File: src/rtl/cart_loader.sv
// Buffers the hps_io download stream into a small FIFO and drains it to SDRAM, one write per ce slot.
// Latency: a pushed word reaches sd_we on the next free ce edge; header/checksum are captured at push time.
// Backpressure: registered ioctl_wait at FIFO_DEPTH-1 entries; words pushed while full are dropped (sticky overflow).
module cart_loader #(
    parameter int FIFO_DEPTH = 4,
    parameter int ADDR_W     = 25
) (
    input  logic              clk_sys,
    input  logic              reset_n,
    input  logic              ce,
    input  logic              ioctl_download,
    input  logic              ioctl_wr,
    input  logic [ADDR_W-1:0] ioctl_addr,
    input  logic [15:0]       ioctl_dout,
    output logic              ioctl_wait,
    output logic              sd_we,
    output logic [ADDR_W-2:0] sd_addr,
    output logic [15:0]       sd_din,
    output logic [7:0]        cart_mbc_type,
    output logic [7:0]        cart_rom_size,
    output logic [7:0]        cart_ram_size,
    output logic              hdr_chk_ok,
    output logic              cart_ready,
    output logic              overflow
);

    localparam int PTR_W = $clog2(FIFO_DEPTH);
    localparam int CNT_W = PTR_W + 1;

    // Word addresses of the header bytes (byte address >> 1).
    localparam logic [ADDR_W-2:0] WA_CHK_FIRST = (ADDR_W-1)'('h09A);
    localparam logic [ADDR_W-2:0] WA_CHK_LAST  = (ADDR_W-1)'('h0A5);
    localparam logic [ADDR_W-2:0] WA_CHK_REF   = (ADDR_W-1)'('h0A6);
    localparam logic [ADDR_W-2:0] WA_MBC       = (ADDR_W-1)'('h0A3);
    localparam logic [ADDR_W-2:0] WA_SIZES     = (ADDR_W-1)'('h0A4);

    typedef enum logic [1:0] {IDLE, LOAD, FLUSH, DONE} state_t;

    typedef struct packed {
        logic [ADDR_W-2:0] addr;
        logic [15:0]       dat;
    } entry_t;

    state_t            state, state_nxt;
    logic              dl_q;
    logic              dl_rise, dl_fall;
    logic              enter_load, enter_done;

    entry_t            mem [FIFO_DEPTH];
    logic [PTR_W-1:0]  wr_ptr, rd_ptr;
    logic [CNT_W-1:0]  count, count_nxt;
    logic              full, empty;
    logic              wr_in_load, push_ok, pop;
    logic              sd_we_nxt;

    logic [ADDR_W-2:0] wa;
    logic [7:0]        lo, hi;
    logic [7:0]        acc, chk_ref;
    logic              unused_addr_lsb;

    assign wa              = ioctl_addr[ADDR_W-1:1];
    assign lo              = ioctl_dout[7:0];
    assign hi              = ioctl_dout[15:8];
    assign unused_addr_lsb = ioctl_addr[0];

    assign dl_rise    = ioctl_download & ~dl_q;
    assign dl_fall    = ~ioctl_download & dl_q;

    assign full       = (count == CNT_W'(FIFO_DEPTH));
    assign empty      = (count == '0);
    assign wr_in_load = ioctl_wr & (state == LOAD);
    assign push_ok    = wr_in_load & ~full;
    assign pop        = ce & ~sd_we & ~empty;
    // A write stays up for one whole ce period, then the slot after it is idle.
    assign sd_we_nxt  = pop | (sd_we & ~ce);

    always_comb begin
        count_nxt = count;
        if (push_ok && !pop) begin
            count_nxt = count + CNT_W'(1);
        end else if (pop && !push_ok) begin
            count_nxt = count - CNT_W'(1);
        end
    end

    always_ff @(posedge clk_sys or negedge reset_n) begin
        if (!reset_n) begin
            state <= IDLE;
            dl_q  <= 1'b0;
        end else begin
            state <= state_nxt;
            dl_q  <= ioctl_download;
        end
    end

    // DONE is entered on the very edge that retires the last write.
    always_comb begin
        state_nxt  = state;
        enter_load = 1'b0;
        enter_done = 1'b0;
        case (state)
            IDLE, DONE: begin
                if (dl_rise) begin
                    state_nxt  = LOAD;
                    enter_load = 1'b1;
                end
            end
            LOAD: begin
                if (dl_fall) begin
                    state_nxt = FLUSH;
                end
            end
            FLUSH: begin
                if (count_nxt == '0 && !sd_we_nxt) begin
                    state_nxt  = DONE;
                    enter_done = 1'b1;
                end
            end
            default: state_nxt = IDLE;
        endcase
    end

    always_ff @(posedge clk_sys) begin
        if (push_ok) begin
            mem[wr_ptr] <= '{addr: wa, dat: ioctl_dout};
        end
    end

    always_ff @(posedge clk_sys or negedge reset_n) begin
        if (!reset_n) begin
            wr_ptr     <= '0;
            rd_ptr     <= '0;
            count      <= '0;
            ioctl_wait <= 1'b0;
            sd_we      <= 1'b0;
            sd_addr    <= '0;
            sd_din     <= '0;
        end else begin
            count      <= count_nxt;
            ioctl_wait <= (count_nxt >= CNT_W'(FIFO_DEPTH - 1));
            sd_we      <= sd_we_nxt;
            if (push_ok) begin
                wr_ptr <= wr_ptr + PTR_W'(1);
            end
            if (pop) begin
                rd_ptr  <= rd_ptr + PTR_W'(1);
                sd_addr <= mem[rd_ptr].addr;
                sd_din  <= mem[rd_ptr].dat;
            end
        end
    end

    // Running Game Boy header checksum: x = x - byte - 1 over 0x134..0x14C.
    always_ff @(posedge clk_sys or negedge reset_n) begin
        if (!reset_n) begin
            cart_mbc_type <= '0;
            cart_rom_size <= '0;
            cart_ram_size <= '0;
            hdr_chk_ok    <= 1'b0;
            cart_ready    <= 1'b0;
            overflow      <= 1'b0;
            acc           <= '0;
            chk_ref       <= '0;
        end else if (enter_load) begin
            cart_mbc_type <= '0;
            cart_rom_size <= '0;
            cart_ram_size <= '0;
            hdr_chk_ok    <= 1'b0;
            cart_ready    <= 1'b0;
            overflow      <= 1'b0;
            acc           <= '0;
            chk_ref       <= '0;
        end else begin
            if (wr_in_load && full) begin
                overflow <= 1'b1;
            end
            if (push_ok) begin
                if (wa == WA_MBC) begin
                    cart_mbc_type <= hi;
                end
                if (wa == WA_SIZES) begin
                    cart_rom_size <= lo;
                    cart_ram_size <= hi;
                end
                if (wa >= WA_CHK_FIRST && wa <= WA_CHK_LAST) begin
                    acc <= acc - lo - hi - 8'd2;
                end else if (wa == WA_CHK_REF) begin
                    acc     <= acc - lo - 8'd1;
                    chk_ref <= hi;
                end
            end
            if (enter_done) begin
                cart_ready <= 1'b1;
                hdr_chk_ok <= (acc == chk_ref);
            end
        end
    end

endmodule

File: config.mk
export PLATFORM = sky130hd
export DESIGN_NAME = cart_loader
export DESIGN_NICKNAME = d
export VERILOG_FILES = /design/src/rtl/cart_loader.sv
export SDC_FILE = /design/constraint.sdc
export NUM_CORES = 1
export LEC_CHECK = 0
export CORE_ASPECT_RATIO = 1.75
export CORE_UTILIZATION = 35
export CTS_CLUSTER_DIAMETER = 200
export DETAILED_ROUTE_END_ITERATION = 8
export PLACE_DENSITY = 0.5
export SLEW_MARGIN = 25
export SYNTH_ARGS = -nofsm -noshare
export SYNTH_HDL_FRONTEND = slang
export SYNTH_SLANG_ARGS = --single-unit
File: constraint.sdc
create_clock -name clk_sys -period 4.2 [get_ports clk_sys]
set_input_delay 1.26 -clock clk_sys [delete_from_list [all_inputs] [get_ports clk_sys]]
set_output_delay 1.26 -clock clk_sys [all_outputs]
set_load 0.005 [all_outputs]
-- Word level (Yosys, flattened, before mapping)
Memory sizes are Yosys's and may differ from the RTL's. A register that Yosys moved wholly into a read port is not among the register bits.
Cells that the tools add are included.
- memories: 1
- memory bits (writable): 160
- word-level logic and storage cells: 113
- bits of input ports: 46
- register bits: 55
- output and inout bits: 69
- mux-type cells: 35
- $lt $le $gt $ge: 3
- add/sub/neg operators: 8
- bitwise gates (word level): 14
- equal/unequal tests: 12
- reduce and logical (&&, ||, !) cells: 25
- memory list (name ; words ; bits a word ; read ports ; clocked after memory_dff ; wr ports ; RTL line ; RTL):
    mem ; 4 ; 40 ; 1 ; 1 ; 1 ; 49 ; entry_t mem [FIFO_DEPTH];
- operators with widths (operator ; count):
    $mux 8 ; 17
    $eq 24x8->1 const B ; 3
    $ge 24x8->1 const B ; 1
    $le 24x8->1 const B ; 1
    $sub 8x8->8 ; 2
    $mux 1 ; 12
    $reduce_bool 2->1 ; 6
    $eq 8x8->1 ; 1
    $ne 2x2->1 const B ; 4
    $sub 8x1->8 const B ; 1
    $sub 8x2->8 const B ; 1
    $and 1x1->1 ; 7
    $logic_not 3->1 ; 2
    $mux 2 ; 3
    $mux 3 ; 2
    $not 1->1 ; 6
    $pmux 2 s3 ; 1
    $reduce_and 2->1 ; 3
    $reduce_and 3->1 ; 2
    $logic_and 1x1->1 ; 5
    $add 2x1->2 const B ; 2
    $eq 2x2->1 const B ; 2
    $logic_not 1->1 ; 4
    $add 3x1->3 const B ; 1
    8 further kinds ; 8

-- Longest topological paths before layout
Gate-level depths: netlist of run 1.
- depth in word-level cells: 13
- depth in mapped cells: 15

-- Worst setup path after synthesis of run 1
Ideal clock, no wire load.
- kind: input to register
- start point: input port ioctl_dout[0]
- end point: register acc[7]
- arrival: 4.129 ns
- stages on the path: 13
- slack: -0.057 ns
- buffers on the path: 0
- path through: ha_1 -> fa_1 -> nand2b_1 -> a2111oi_0 -> a311oi_2 -> ha_1 -> inv_1 -> ha_1 -> a21oi_1 -> xnor2_1 -> o32ai_2 -> mux2i_1 -> mux2_1
- longest elaborated chain between the ends: 6
- elaborated cells between the ends (all ways): 8
- those cells by class: add/sub (4); mux (4)
- RTL lines (element ; RTL line ; RTL):
    start: declaration ; 14 ; input logic [15:0] ioctl_dout,
    $sub 8x8->8 (*) ; 186, 188 ;
    $sub 8x8->8 / $sub 8x1->8 (equally long branches) ; 186, 188 ;
    $sub 8x2->8 / $mux 8 (equally long branches) ; 186, 187 ;
    $mux 8 (*) ; 185 ; if (wa >= WA_CHK_FIRST && wa <= WA_CHK_LAST) begin
    $mux 8 (*) ; 177 ; if (push_ok) begin
    $mux 8 (*) ; 164 ; end else if (enter_load) begin
    end signal: assignment ; 186 ; acc <= acc - lo - hi - 8'd2;
    end signal: assignment ; 188 ; acc <= acc - lo - 8'd1;
    end: declaration ; 58 ; logic [7:0] acc, chk_ref;
Mark *: on every way between the ends. The rest lies on a longest branch, timed or not. The select of a mux whose other input is x is not followed.
A chain may end at the register's enable or synchronous reset.

-- Worst setup path after layout of run 1
- start point: input port ioctl_dout[6]
- end point: register acc[7]
Same word-level chain as after synthesis.

==> results.md, run 1 <==
* Number of antenna violations at the first check in global routing at 0
* CP arrival at 4.49 ns
* Final Critical Period at slightly above 4 ns
* Setup Skew at 0.0146 ns
* DRT Pass-1 Iters at 4
* Outcome: finished clean
* Most frequent cells in the layout: edfxtp_1 (160), clkdlybuf4s50_1 (110), dfrtp_1 (93), buf_4 (61), nor2_1 (47)
* Fin nets at 913
* Netlist cell types at 62
* RePlAce Congestion at ~0.83
* Post-synth ARST share at 0.373
* Cell row count at 84
* Syn Area/Cell at 16.4 sq um
* Fmax at 245 MHz
* Vias in the first global route at between 6000 and 7000
* CTS buffer count at 24
* CORE AREA at 0.0303 sq mm
* Fin. max-slew vios at 0
* Slew @ Worst Pin at between 0.8 and 0.9 ns
* Clock Sinks at 255
* WP data required at 4.61 ns
* Final WS setup at approximately 0.11 ns
* Clk_lat worst skew at between 0.5 and 0.6 ns
* Per-cell routed wire length at 20.3 um
* Mean number of vias per cell at 5.00
* Area Growth Syn to Fin at 28.0%
* Max clock buf depth at 3
* Yosys reg bits at 255
* Relative slew slack at 0.458
* CTS H-tree lvls at 1
* Root Buffer Master: clkbuf_16
* Post-DP HPWL at about 17000 um
* CTS Hold Bufs at 0
* Die height at 235 um
* Total routed wirelength at 25300 um
* Post-route DRC at 0
* Power Total at 8.66 mW
* Ys flop type: edfxtp_1
* Storage element area at 0.00719 sq mm
* Die width at 135 um
* First-pass GRT wire length at a little under 40000 um
* Post-Synthesis Net Count at 734
* Area of the multi-input gates at between 0.003 and 0.004 sq mm
* Worst R2R Path Depth at 15
* Max_cap viols at 0
* Total grt overflow at 0
* Mapped cell area at 0.0108 sq mm
* HP Class: register to register
* Setup slack, reg-to-reg at 0.68 ns
* PortBufs at 113
* RSZ-0062 raised after global routing: false
* Leading cell type in the layout, fill and taps excluded: edfxtp_1
* Sequential area share after synthesis at 0.664
* Hold path depth at 1
* Global Route Usage Sum at 0.166
* Crit share post-route at 0.973
* Layout cell share with drive strength beyond 1 at 0.264
* IO Count at 115
* Post-synth EDFFs at 160
* Final Hold Viols at 0
* ANT nets after route at 0
* Initial DRC count at around 280
* Largest net degree at the start of global routing at 45
* Peak supply drop at between 0.3 and 0.4 mV
* ANT cells at 0
* Yosys warning count at 0
* Initial Util at 0.357
* Final setup viols at 0
* Crit path max fanout at 5
* Setup Slack @ Placement at -0.758 ns
* CP startpoint kind: primary input
* Leakage power at 5.23 nW
* Via count at between 6000 and 7000
* Post-synthesis cell count at 659
* CTS tree: done
* Fill cell count at 2696
* Power Dens Cells at 625 mW/mm^2
* Critical path endpoint category: register
* Clk slew on worst S/H paths at 0.07 ns
* Die Area at 0.0316 sq mm
* Crit path kind: primary input to register
## stage by stage
step                utilization  hold slack, ns  setup TNS, ns  area, sq um  instances
floorplan                     -           0.486              0        10800        659
global placement          0.424           0.490          -1.21        12800       1198
detailed placement        0.424           0.493          -1.45        12800       1198
CTS                       0.454           0.510              0        13700       1242
global route              0.458           0.517              0        13800       1243
finish                    0.458           0.503              0        13800       1243
## power by group
group	internal, mW	total [mW]	leakage [nW]	switching, mW
registers	3.17	3.54	2.65	0.373
logic	1.59	2.76	2.16	1.17
clock network	1.43	2.35	0.420	0.918
total	6.19	8.66	5.23	2.46
## state kept, by name, summed over array words and instances (netlist names), 2 cells and up
name	flops
state	2
chk_ref	8
rd_ptr	2
cart_ram_size	8
count	3
sd_addr	24
cart_mbc_type	8
wr_ptr	2
acc	8
mem	160
sd_din	16
cart_rom_size	8
## layout make-up
type                            count  share of cell area
Clock buffer                       32              0.0485
Multi-Input combinational cell    351               0.258
Inverter                           30             0.00813
Sequential cell                   255               0.519
Clock inverter                     12              0.0134
Timing Repair Buffer              176               0.118
Tap cell                          387              0.0350
## Yosys cell counts (3+ instances only)
| cell type | n | area share |
|---|---|---|
| a21o_1 | 3 | 0.0021 |
| a21oi_1 | 12 | 0.0056 |
| a31oi_1 | 4 | 0.0023 |
| and2_1 | 3 | 0.0017 |
| and3_1 | 7 | 0.0040 |
| buf_1 | 5 | 0.0017 |
| buf_2 | 4 | 0.0019 |
| clkbuf_1 | 11 | 0.0038 |
| dfrtp_1 | 95 | 0.22 |
| edfxtp_1 | 160 | 0.44 |
| ha_1 | 27 | 0.031 |
| inv_1 | 30 | 0.010 |
| mux2_2 | 41 | 0.043 |
| mux2i_1 | 37 | 0.034 |
| mux4_2 | 40 | 0.083 |
| nand2_1 | 22 | 0.0076 |
| nand2b_1 | 5 | 0.0029 |
| nand3_1 | 4 | 0.0019 |
| nor2_1 | 48 | 0.017 |
| nor2b_1 | 3 | 0.0017 |
| nor4_1 | 7 | 0.0040 |
| o211ai_1 | 3 | 0.0021 |
| o21ai_0 | 10 | 0.0046 |
| o31ai_1 | 3 | 0.0021 |
| xnor2_1 | 16 | 0.013 |
| xor2_1 | 14 | 0.011 |
## logic make-up after synthesis
kind of cell,count (synthesis),share of synthesized area
DFF,255,0.664
buffers and inverters,53,0.0206
and+or+nand+nor,120,0.0595
AOI/OAI and AO/OA,51,0.0335
xor gates and xnor gates,30,0.0243
adders and majority gates,31,0.0369
muxes,119,0.161
## layer usage
layer | part of all wire | global-route usage | routed length [um]
met1 | 0.37 | 0.176 | 9330
met2 | 0.57 | 0.325 | 14300
met3 | 0.033 | 0.0213 | 843
met4 | 0.031 | 0.0681 | 785
met5 | 0 | 0 | 0
## worst paths after layout
kind / end / startpoint
min reg2reg: sd_addr[12]$_DFFE_PN0P_ / sd_addr[12]$_DFFE_PN0P_
max: acc[7]$_DFFE_PN0P_ / ioctl_dout[6]
min: sd_addr[12]$_DFFE_PN0P_ / sd_addr[12]$_DFFE_PN0P_
min in group asynchronous: sd_din[1]$_DFFE_PN0P_ / reset_n
max in group asynchronous: sd_addr[20]$_DFFE_PN0P_ / reset_n
max reg2reg: acc[7]$_DFFE_PN0P_ / acc[0]$_DFFE_PN0P_
## worst max-delay path, cell delays in order
cell and delay (ns):
clkdlybuf4s50_1 0.52, inv_1 0.07, ha_1 0.30, buf_4 0.17
or2b_2 0.28, o311ai_1 0.11, a311oi_2 0.07, buf_4 0.17
ha_1 0.27, inv_1 0.11, ha_4 0.22, a21oi_2 0.14
xnor2_1 0.08, o32ai_2 0.15, mux2i_1 0.23, mux2_1 0.34
## timing repair
| item | in CTS | in global routing |
|---|---|---|
| resized for setup | 10 | 15 |
| endpoints found under the hold margin | 0 | 0 |
| buffers inserted | 0 | 1 |
| pin swaps | 5 | 3 |
| setup endpoints to repair | 1 | 1 |
No activity file was read; power rests on OpenSTA's default activity.
==> inputs of run 2 (changes only) <==
SLEW_MARGIN = 20   (was 25)
==> results of run 2 <==
Same layout as run 1: the final DEF is identical, and so are final timing and power.
==> inputs of run 3 (changes only) <==
ABC_CLOCK_PERIOD_IN_PS = 4200   (was unset)
SETUP_SLACK_MARGIN = 0.4   (was unset)
==> results.md, run 3 (synthesis results as in run 1) <==
* ANT nets after route at 0 (unchanged)
* Initial DRC count at 273 (was 278)
* Most frequent cells in the layout: edfxtp_1 (160), clkdlybuf4s50_1 (105), dfrtp_1 (93), buf_4 (65), nor2_1 (47) (was edfxtp_1 (160), clkdlybuf4s50_1 (110), dfrtp_1 (93), buf_4 (61), nor2_1 (47))
* Fin nets at 917 (was 913)
* Largest net degree at the start of global routing at 55 (was 45)
* Crit path max fanout at 3 (was 5)
* Layout cell share with drive strength beyond 1 at 0.285 (was 0.264)
* Vias in the first global route at 6852 (was 6902)
* Max reg flops at 160 (unchanged)
* Number of antenna violations at the first check in global routing at 0 (unchanged)
* Max_cap viols at 0 (unchanged)
* Area Growth Syn to Fin at 28.1% (was 28.0%)
* WP data required at 4.60 ns (was 4.61 ns)
* ANT cells at 0 (unchanged)
* Max stage delay on crit path at 0.41 ns (was 0.52 ns)
* CTS buffer count at 24 (unchanged)
* DRT Pass-1 Iters at 6 (was 4)
* Leakage power at 5.21 nW (was 5.23 nW)
* Max clock buf depth at 3 (unchanged)
* Die Area at 0.0316 sq mm (unchanged)
* Initial Util at 0.357 (unchanged)
* Crit path kind: primary input to register (unchanged)
* Post-DP HPWL at 17500 um (was 16900 um)
* Post-route DRC at 0 (unchanged)
* PortBufs at 113 (unchanged)
* Die height at 235 um (unchanged)
* First-pass GRT wire length at 39600 um (was 39300 um)
* Power Dens Cells at 612 mW/mm^2 (was 625 mW/mm^2)
* Part of the power in combinational logic at 0.343 (was 0.319)
* Final Hold Viols at 0 (unchanged)
* Worst path cell trace: buf_8 > ha_4 > fa_2 > nand2b_4 > a2111oi_4 > a311oi_2 > buf_4 > ha_4 > inv_4 > ha_4 > a21oi_2 > xnor2_1 > o32ai_2 > mux2i_1 > mux2_1 (was clkdlybuf4s50_1 > inv_1 > ha_1 > buf_4 > or2b_2 > o311ai_1 > a311oi_2 > buf_4 > ha_1 > inv_1 > ha_4 > a21oi_2 > xnor2_1 > o32ai_2 > mux2i_1 > mux2_1)
* Fill cell count at 2689 (was 2696)
* Setup Slack @ Placement at -0.628 ns (was -0.758 ns)
* Bufs and invs on worst path at 3 (was 5)
* Total routed wirelength at 25400 um (was 25300 um)
* Setup slack, reg-to-reg at 0.75 ns (was 0.68 ns)
* Fmax at 265 MHz (was 245 MHz)
* CORE AREA at 0.0303 sq mm (unchanged)
* Peak supply drop at 0.411 mV (was 0.334 mV)
* Clock share of power at 0.243 (was 0.271)
* Total grt overflow at 0 (unchanged)
* Setup Skew at 0.0120 ns (was 0.0146 ns)
* CP startpoint kind: primary input (unchanged)
* Clk slew on worst S/H paths at 0.07 ns (about the same)
* Delay-heaviest family, CP: adder cells (was buffers and inverters)
* Mean number of vias per cell at 4.96 (was 5.00)
* Die width at 135 um (unchanged)
* Crit path top cell by count: ha_4
* Flop pwr share at 0.413 (was 0.409)
* Via count at 6189 (was 6217)
* Crit share post-route at 0.898 (was 0.973)
* Power Total at 8.48 mW (was 8.66 mW)
* Sw power at 2.50 mW (was 2.46 mW)
* CTS tree: done (unchanged)
* Clock Sinks at 255 (unchanged)
* Clk_lat worst skew at 0.52 ns (about the same)
* CP arrival at 4.18 ns (was 4.49 ns)
* Root Buffer Master: clkbuf_16 (unchanged)
* Per-cell routed wire length at 20.4 um (was 20.3 um)
* Relative slew slack at 0.415 (was 0.458)
* Fin. max-slew vios at 0 (unchanged)
* Final setup viols at 0 (unchanged)
* Regs by FF count: mem x160, sd_addr x24, sd_din x16 (unchanged)
* CP max stage cell: fa_2 (was clkdlybuf4s50_1)
* HP Class: register to register (unchanged)
* CTS H-tree lvls at 1 (unchanged)
* Reg with most FFs: mem (unchanged)
* Final Critical Period at 3.77 ns (was 4.09 ns)
* RSZ-0062 raised after global routing: true (was false)
* Internal Power at 5.98 mW (was 6.19 mW)
* IO Count at 115 (unchanged)
* Switching part of the total at 0.295 (was 0.285)
* Slew @ Worst Pin at 0.878 ns (was 0.813 ns)
* Critical path endpoint category: register (unchanged)
* Final WS setup at 0.427 ns (was 0.113 ns)
* Cell row count at 84 (unchanged)
* CTS Hold Bufs at 0 (unchanged)
* RePlAce Congestion at 0.821 (was 0.834)
* Leading cell type in the layout, fill and taps excluded: edfxtp_1 (unchanged)
* Outcome: finished clean (unchanged)
* Global Route Usage Sum at 0.168 (was 0.166)
run 3: layout make-up:
cell class,count,area (sq um),share of cell area
clock buffers,32,682,0.0492
multi-input cells,351,3660,0.264
well taps,387,484,0.0350
inverters,30,115,0.00831
flip-flops and latches,255,7180,0.519
clock inverters,12,66.3,0.00479
repair buffers,180,1660,0.120
run 3: stage by stage:
stage	util	hold slack [ns]	setup TNS (ns)	instances	area, sq um
after global routing	0.458	0.532	0	1247	13900
after global placement	0.426	0.491	-1.12	1200	12900
after floorplan	-	0.486	0	659	10900
final	0.458	0.507	0	1247	13900
after detailed placement	0.426	0.498	-1.45	1201	12900
after CTS	0.455	0.513	0	1247	13800
run 3: worst register-to-register path, stage by stage (launching register included):
cell and delay (ns):
dfrtp_1 0.42, inv_1 0.10, ha_4 0.17, fa_2 0.41, nand2b_4 0.18, a2111oi_4 0.37
a311oi_2 0.06, buf_4 0.18, ha_4 0.27, inv_4 0.03, ha_4 0.23, a21oi_2 0.14
xnor2_1 0.09, o32ai_2 0.12, mux2i_1 0.25, mux2_1 0.33
run 3: layer usage:
metal / wire [um] / up-vias / part of all wire / GRT usage
met4: 921 / 0 / 0.036 / 0.0751
li1: - / 2844 / - / -
met3: 844 / 45 / 0.033 / 0.0209
met1: 9330 / 3177 / 0.37 / 0.180
met5: 0 / - / 0 / 0
met2: 14300 / 123 / 0.56 / 0.322
run 3: power by group through the flow:
stage                     Sequential [mW]  Combinational, mW  Clock (mW)
after CTS                            3.52               2.93        2.14
after detailed placement             3.57               2.84           0
after floorplan                      3.40               1.73           0
after global routing                 3.58               3.18        2.22
final                                3.50               2.91        2.06
after global placement               3.60               2.70           0
run 3: timing repair:
action | in CTS | in global routing
endpoints found under the setup margin | 4 | 2
resized for setup | 35 | 14
buffers inserted | 2 | 0
pin swaps | 12 | 16
run 3: path summary, 6_finish.rpt:
path	start	end	depth (start not counted)
worst min register to register	sd_addr[18]$_DFFE_PN0P_	sd_addr[18]$_DFFE_PN0P_	1
worst max register to register	acc[0]$_DFFE_PN0P_	acc[7]$_DFFE_PN0P_	15
max in group asynchronous	reset_n	cart_rom_size[2]$_DFFE_PN0P_	2
min in group asynchronous	reset_n	sd_addr[22]$_DFFE_PN0P_	1
worst min-delay path	sd_addr[18]$_DFFE_PN0P_	sd_addr[18]$_DFFE_PN0P_	1
worst max-delay path	ioctl_dout[0]	acc[7]$_DFFE_PN0P_	15
